`src/rtl/conv_encoder_punct.sv`:
```
// conv_encoder_punct: rate-1/2 convolutional encoder with 2/3 and 3/4 puncturing and a serial coded-bit output.
// Define CONV_TAIL_INSERT_EN to append K-1 zero tail bits automatically after in_last_i.
module conv_encoder_punct #(
  parameter int K = 7,
  parameter logic [K-1:0] G0 = 7'o133,
  parameter logic [K-1:0] G1 = 7'o171
) (
  input  logic       clk,
  input  logic       rst,
  input  logic [1:0] rate_i,
  input  logic       in_valid_i,
  output logic       in_ready_o,
  input  logic       in_bit_i,
  input  logic       in_last_i,
  output logic       out_valid_o,
  input  logic       out_ready_i,
  output logic       out_bit_o,
  output logic       out_last_o
);
  typedef enum logic [1:0] {IDLE, DATA, TAIL, DRAIN} state_t;
  state_t state_q, state_d;
  logic [K-2:0] sreg_q, sreg_d;
  logic [K-1:0] vec;
  logic [1:0] p_q, p_d, p_inc, rate_q, rate_d, keep_q, keep_d, eff_rate, period, mask;
  logic a_q, a_d, b_q, b_d, last_q, last_d;
  logic room, acc, load, x, tail_ld, tail_end, is_last;
`ifdef CONV_TAIL_INSERT_EN
  localparam int TW = $clog2(K);
  localparam state_t LAST_ST = TAIL;
  logic [TW-1:0] tail_cnt_q;
  assign tail_ld = state_q == TAIL && room;
  assign tail_end = tail_ld && tail_cnt_q == TW'(K-2);
  assign is_last = tail_end;
  always_ff @(posedge clk)
    tail_cnt_q <= (rst || state_q != TAIL) ? '0 : tail_cnt_q + TW'(tail_ld);
`else
  localparam state_t LAST_ST = DRAIN;
  assign tail_ld = 1'b0;
  assign tail_end = 1'b0;
  assign is_last = acc && in_last_i;
`endif
  // out_last marks the final pending bit of the pair that closes the packet
  assign out_valid_o = |keep_q;
  assign out_bit_o = keep_q[1] ? a_q : b_q;
  assign out_last_o = last_q && (keep_q == 2'b01 || keep_q == 2'b10);
  assign room = keep_q == 2'b00 || (keep_q != 2'b11 && out_ready_i);
  assign in_ready_o = !rst && (state_q == IDLE || state_q == DATA) && room;
  assign acc = in_valid_i && in_ready_o;
  assign load = acc || tail_ld;
  assign x = in_bit_i && state_q != TAIL;
  assign vec = {x, sreg_q};
  always_comb begin
    eff_rate = state_q == IDLE ? rate_i : rate_q;
    period = eff_rate == 2'd1 ? 2'd2 : eff_rate == 2'd2 ? 2'd3 : 2'd1;
    mask = p_q == 2'd0 ? 2'b11 : p_q == 2'd1 ? 2'b10 : 2'b01;
    p_inc = p_q + 2'd1;
    keep_d = load ? mask : (out_valid_o && out_ready_i) ? {1'b0, &keep_q} : keep_q;
    a_d = load ? ^(G0 & vec) : a_q;
    b_d = load ? ^(G1 & vec) : b_q;
    last_d = load ? is_last : last_q;
    p_d = load ? (p_inc == period ? 2'd0 : p_inc) : p_q;
    sreg_d = load ? vec[K-1:1] : sreg_q;
    rate_d = (state_q == IDLE && acc) ? rate_i : rate_q;
    state_d = state_q;
    if (acc) state_d = in_last_i ? LAST_ST : DATA;
    if (tail_end) state_d = DRAIN;
    if (state_q == DRAIN && keep_d == 2'b00) begin
      state_d = IDLE;
      sreg_d = '0;
      p_d = '0;
    end
  end
  always_ff @(posedge clk) begin
    if (rst) begin
      state_q <= IDLE;
      sreg_q <= '0;
      p_q <= '0;
      rate_q <= '0;
      keep_q <= '0;
      a_q <= 1'b0;
      b_q <= 1'b0;
      last_q <= 1'b0;
    end else begin
      state_q <= state_d;
      sreg_q <= sreg_d;
      p_q <= p_d;
      rate_q <= rate_d;
      keep_q <= keep_d;
      a_q <= a_d;
      b_q <= b_d;
      last_q <= last_d;
    end
  end
endmodule

```
`config.mk`:
```
export PLATFORM = sky130hd
export DESIGN_NAME = conv_encoder_punct
export DESIGN_NICKNAME = d
export VERILOG_FILES = /design/src/rtl/conv_encoder_punct.sv
export SDC_FILE = /design/constraint.sdc
export NUM_CORES = 1
export LEC_CHECK = 0
export CORE_MARGIN = 2
export CORE_UTILIZATION = 54
export DETAILED_ROUTE_END_ITERATION = 8
export HOLD_SLACK_MARGIN = 0.06
export PLACE_DENSITY = 0.77
export SETUP_SLACK_MARGIN = 0.3
export SLEW_MARGIN = 20
export SYNTH_ARGS = -nofsm -noshare
export SYNTH_HDL_FRONTEND = slang
export SYNTH_SLANG_ARGS = --single-unit
```
`constraint.sdc`:
```
create_clock -name clk -period 2.9 [get_ports clk]
set_clock_uncertainty 0.1 [all_clocks]
set_input_delay 0.58 -clock clk [delete_from_list [all_inputs] [get_ports clk]]
set_output_delay 0.58 -clock clk [all_outputs]
set_load 0.01 [all_outputs]
```
======== Yosys cells after proc, flatten, opt, wreduce, memory -nomap -nowiden ========
Index checks and enable logic that the tools add are counted.
storage, ports and cells
  output and inout port bits .............. 4
  bits of input ports ..................... 8
  register bits ........................... 17
  logic and storage cells ................. 52
operators by class
  reduce and logical (&&, ||, !) cells .... 23
  eq/ne operators ......................... 10
  add/subtract/negate cells ............... 1
  muxes and demuxes ....................... 10
operators with widths
  operator             count
  $mux 2               9
  $reduce_xor 7->1     2
  $logic_and 1x1->1    10
  $eq 2x1->1 const B   4
  $logic_not 2->1      4
  $eq 2x2->1 const B   3
  $ne 2x2->1 const B   2
  $reduce_or 2->1      2
  $logic_or 1x1->1     3
  $add 2x1->2 const B  1
  $eq 2x2->1           1
  $reduce_and 2->1     1
  $logic_not 1->1      1
  $mux 1               1

======== Logic depth before layout (Yosys ltp) ========
  word-level depth ........................ 9
  depth in mapped cells ................... 7
  depth with buffers taken out ............ 7

======== Least setup slack after synthesis ========
No wires, ideal clock.
  kind .................................... register to register
  from .................................... reg state_q[1]
  to ...................................... reg p_q[0]
  cell stages (with the launch flop) ...... 8
  clock period less this slack ............ 2156 ps
  arrival time ............................ 1968 ps
  setup time .............................. 88 ps
  buffers on the path ..................... 0
  slack ................................... 744 ps
  data required time ...................... 2712 ps
  path through ............................ dfxtp_1 > nor2_1 > mux2_2 > ha_1 > xnor2_1 > o21ai_0 > mux2_1 > a311oi_2
on the way
  word-level cells in the longest chain between the ends .. 9
  elaborated cells between the ends (all ways) .. 18
  classes of those cells .................. eq/ne: 5; mux: 5; reduce/logical: 8
ends and longest elaborated chain
  item                                                                     RTL line  source
  start, declared                                                          21        state_t state_q, state_d;
  start signal, assigned                                                   84        state_q <= state_d;
  parallel branches: the longest is 9 deep, another holds $logic_not 2->1  n/a
  end signal, assigned                                                     86        p_q <= p_d;
  end, declared                                                            24        logic [1:0] p_q, p_d, p_inc, rate_q, rate_d, keep_q, keep_d, eff_rate, period, mask;
Parallel ways; which one is timed is not known.
A chain may end at the register's enable or synchronous reset.

======== Worst setup path in the final report ========
  from .................................... reg keep_q[1]
  to ...................................... out out_last_o
on the way
  word-level cells in the longest chain between the ends .. 3
  elaborated cells between the ends (all ways) .. 4
  classes of those cells .................. eq/ne: 2; reduce/logical: 2
ends and longest elaborated chain
  item                                             RTL line  source
  start, declared                                  24
  start signal, assigned                           88        keep_q <= keep_d;
  $eq 2x1->1 / $eq 2x2->1 (equally long branches)  45        assign out_last_o = last_q && (keep_q == 2'b01 || keep_q == 2'b10);
  $logic_or 1x1->1 (*)                             45
  $logic_and 1x1->1 (*)                            45
  end, declared                                    18        output logic out_last_o
Mark *: on every way between the ends. The rest lies on a longest branch, timed or not.

==> metrics.md <==
| Metric | Value |
|---|---|
| Hold buffer count at CTS | 0 |
| CP Class | reg -> out |
| Vias | between 700 and 800 |
| TritonCTS Buffers | 3 |
| Final Hold Fails | 0 |
| HP Class | reg -> reg |
| Most used DFF post-synth | dfxtp_1 |
| Die width | 48.17 um |
| CP Capture Type | primary output |
| Detail-routed net length per standard cell | approximately 14 um |
| P_leak | 0.4768 nW |
| Syn_area_per_cell | roughly 11 um^2 |
| Worst vdd ir | between 200 and 300 uV |
| GRT Overall Usage | slightly below 20% |
| Routed WL | around 1900 um |
| CTS root buf | clkbuf_4 |
| Most common cell in the netlist | dfxtp_1 |
| 1st-pass router iterations | 4 |
| TritonCTS clock tree | yes |
| Psw | ~0.00015 W |
| Seq pwr share | approximately half |
| Top cells by area in the synthesized netlist | dfxtp_1 32%, a311oi_2 14%, ha_1 7.1% |
| Crit path DAT | between 1.5 and 2 ns |
| DRT iter0 DRCs | 4 |
| Final Max Tran Viols | 0 |
| Max Cap Viol | 0 |
| P&R area growth vs syn | 15.20% |
| Final setup viols | 0 |
| CTS HTree Levels | 1 |
| Pin count of the biggest net entering global routing | 18 |
| Synth area leader | dfxtp_1 |
| Core ar. | 1783 um^2 |
| Synth warnings | 0 |
| Clk sinks | 17 |
| Seq cells post-synth | 17 |
| RePlAce Congestion | 0.6894 |
| Port Buffers | 11 |
| Slew margin rel. | between 60 and 70% |
| Die height | between 40 and 50 um |
| IO Pins | 12 |
| Total global routing overflow | 0 |
| Power per cell area | around 430 nW/um^2 |
| Fmax | ~0.42 GHz |
| Worst-case clock buffer depth | 2 |
| Worst Max-Slew Pin Slew | between 0.5 and 0.6 ns |
| Yosys cell types | 31 |
| Post-DR vias/cell | around 5.7 |
| Worst Setup Start Kind | register |
| ANT cells | 0 |
| EDFF count, synth | 0 |
| Initial antenna violation count | 0 |
| Die area | approximately 2300 um^2 |
| Gate power share | between 20% and 30% |
| Initial Util | 59.09% |
| Switch share | 29.47% |
| First-pass GRT wire length | 3118 um |
| Fillers | between 100 and 150 |
| Run status | complete, no violations |
| Internal | between 0.0003 and 0.0004 W |
| Synthesized Nets | roughly 110 |
| Clock latency on the worst-skew pair | approximately 0.28 ns |
| Post-Syn Instances | 98 |
| Residual DRC | 0 |
| Hpwl dp | between 1000 and 1500 um |
| Crit path max fanout | 5 |
| Final layout net count | 126 |
| RSZ-0062 raised after global routing | no |
| Tcrit/Tclk final | roughly 82% |
| Async SR Flop Fraction | 0% |
| Num rows | 15 |
| Final min period | 2.374 ns |
| Total Power | ~0.00052 W |
| Clock-pin slew on the worst setup and hold paths | about 0.09 ns |
| Crit path required time | roughly 2.2 ns |
| Number of global-route vias before repair | roughly 750 |
| Layout cells sized above 1 | between 20% and 30% |
| Post-Syn Area | ~1100 um^2 |
| Synth top area share | between 30 and 40% |
| Top cells by instance count after synthesis | 17 x dfxtp_1, 10 x a311oi_2, 7 x mux2i_1, 6 x ha_1, 6 x inv_1 |
| Setup TNS | 0 ns |
| Clock Power Share | between 20% and 30% |
| Antenna viol nets, final | 0 |
| Part of the Yosys area used for sequential elements | between 30% and 40% |
==> power groups by stage <==
stage | clock network [W] | logic (W) | registers [W]
after floorplan | 0 | 0.000112 | 0.000260
after global placement | 0 | 0.000145 | 0.000260
after detailed placement | 0 | 0.000150 | 0.000261
after CTS | 0.000126 | 0.000152 | 0.000255
after global routing | 0.000138 | 0.000164 | 0.000258
final | 0.000119 | 0.000151 | 0.000255
==> stage by stage <==
stage               hold WS, ns  util (%)  instances  area, um^2  setup WS [ns]
finish                   0.3520     68.07        136        1214         0.5257
global route             0.3786     68.07        136        1214         0.4601
CTS                      0.3583     67.93        136        1211         0.3085
detailed placement       0.3467     66.18        132        1180         0.2835
global placement         0.3417     66.18        132        1180         0.3204
floorplan                0.3317         -         98        1054         0.7438
==> layout make-up <==
class / count / area [um^2] / area share (%)
Sequential cell: 17 / 340.3 / 28.04
Tap cell: 25 / 31.28 / 2.577
Multi-Input combinational cell: 68 / 643.1 / 52.99
Clock buffer: 4 / 26.28 / 2.165
Inverter: 6 / 22.52 / 1.856
Timing Repair Buffer: 16 / 150.1 / 12.37
==> critical path, stage by stage (launching register included) <==
cell and delay, ns:
dfxtp_1 0.42, inv_1 0.07, ha_1 0.27, and2_1 0.12
clkdlybuf4s50_1 0.54
==> flip-flops by register name (all words and copies together) (netlist names) <==
signal,cells
state_q,2
a_q,1
keep_q,2
p_q,2
sreg_q,6
last_q,1
b_q,1
rate_q,2
==> per-layer routing <==
layer	vias up	share of wire, %	wire length (um)	track usage (%)
li1	384	-	-	-
met1	374	47	875	25.35
met2	18	49	921	32.11
met3	2	3.9	73	2.222
met4	0	0.53	10	9.730
met5	-	0	0	0
==> layout by cell type, fill, tap and decap left out, drive strengths merged <==
| cell | Yosys | layout |
|---|---|---|
| nor2 | 3 | 3 |
| o211ai | 1 | 1 |
| clkdlybuf4s50 | 0 | 10 |
| xor3 | 2 | 2 |
| dfxtp | 17 | 17 |
| mux2 | 4 | 4 |
| a21boi | 1 | 1 |
| and2 | 2 | 2 |
| buf | 4 | 5 |
| nand3b | 2 | 2 |
| o31ai | 2 | 2 |
| nand3 | 4 | 4 |
| o21ai | 6 | 6 |
| ha | 6 | 6 |
| o211a | 1 | 1 |
| inv | 6 | 6 |
| mux2i | 7 | 7 |
| nand2b | 1 | 1 |
| and3 | 1 | 1 |
| nor2b | 1 | 1 |
| xnor2 | 2 | 2 |
| clkbuf | 3 | 4 |
| o21a | 1 | 1 |
| a311oi | 11 | 11 |
| xor2 | 2 | 2 |
| nand2 | 3 | 3 |
| dlymetal6s2s | 0 | 1 |
| a21oi | 5 | 5 |
==> cells by family after synthesis <==
family | count (synthesis) | synth area share (%)
multiplexers | 11 | 10.93
AND/OR/NAND/NOR | 17 | 9.383
adder cells (fa/ha/maj) | 6 | 7.126
AO/OA/AOI/OAI | 28 | 25.30
flip-flops | 17 | 32.30
XOR/XNOR | 6 | 7.840
buffers and inverters | 13 | 7.126
==> worst paths after layout <==
path / slack, ns / depth (start not counted) / start / to
min reg2reg: 0.35 / 2 / last_q / last_q
max: 0.53 / 4 / keep_q[1] / out_last_o
min: 0.35 / 2 / last_q / last_q
max reg2reg: 0.64 / 7 / state_q[1] / p_q[0]
==> repair_timing <==
action	CTS	global route
buffers inserted	0	0
resized for setup	1	1
pin swaps	0	0
endpoints found under the setup margin	1	1
Power figures use the tool's default switching activity.
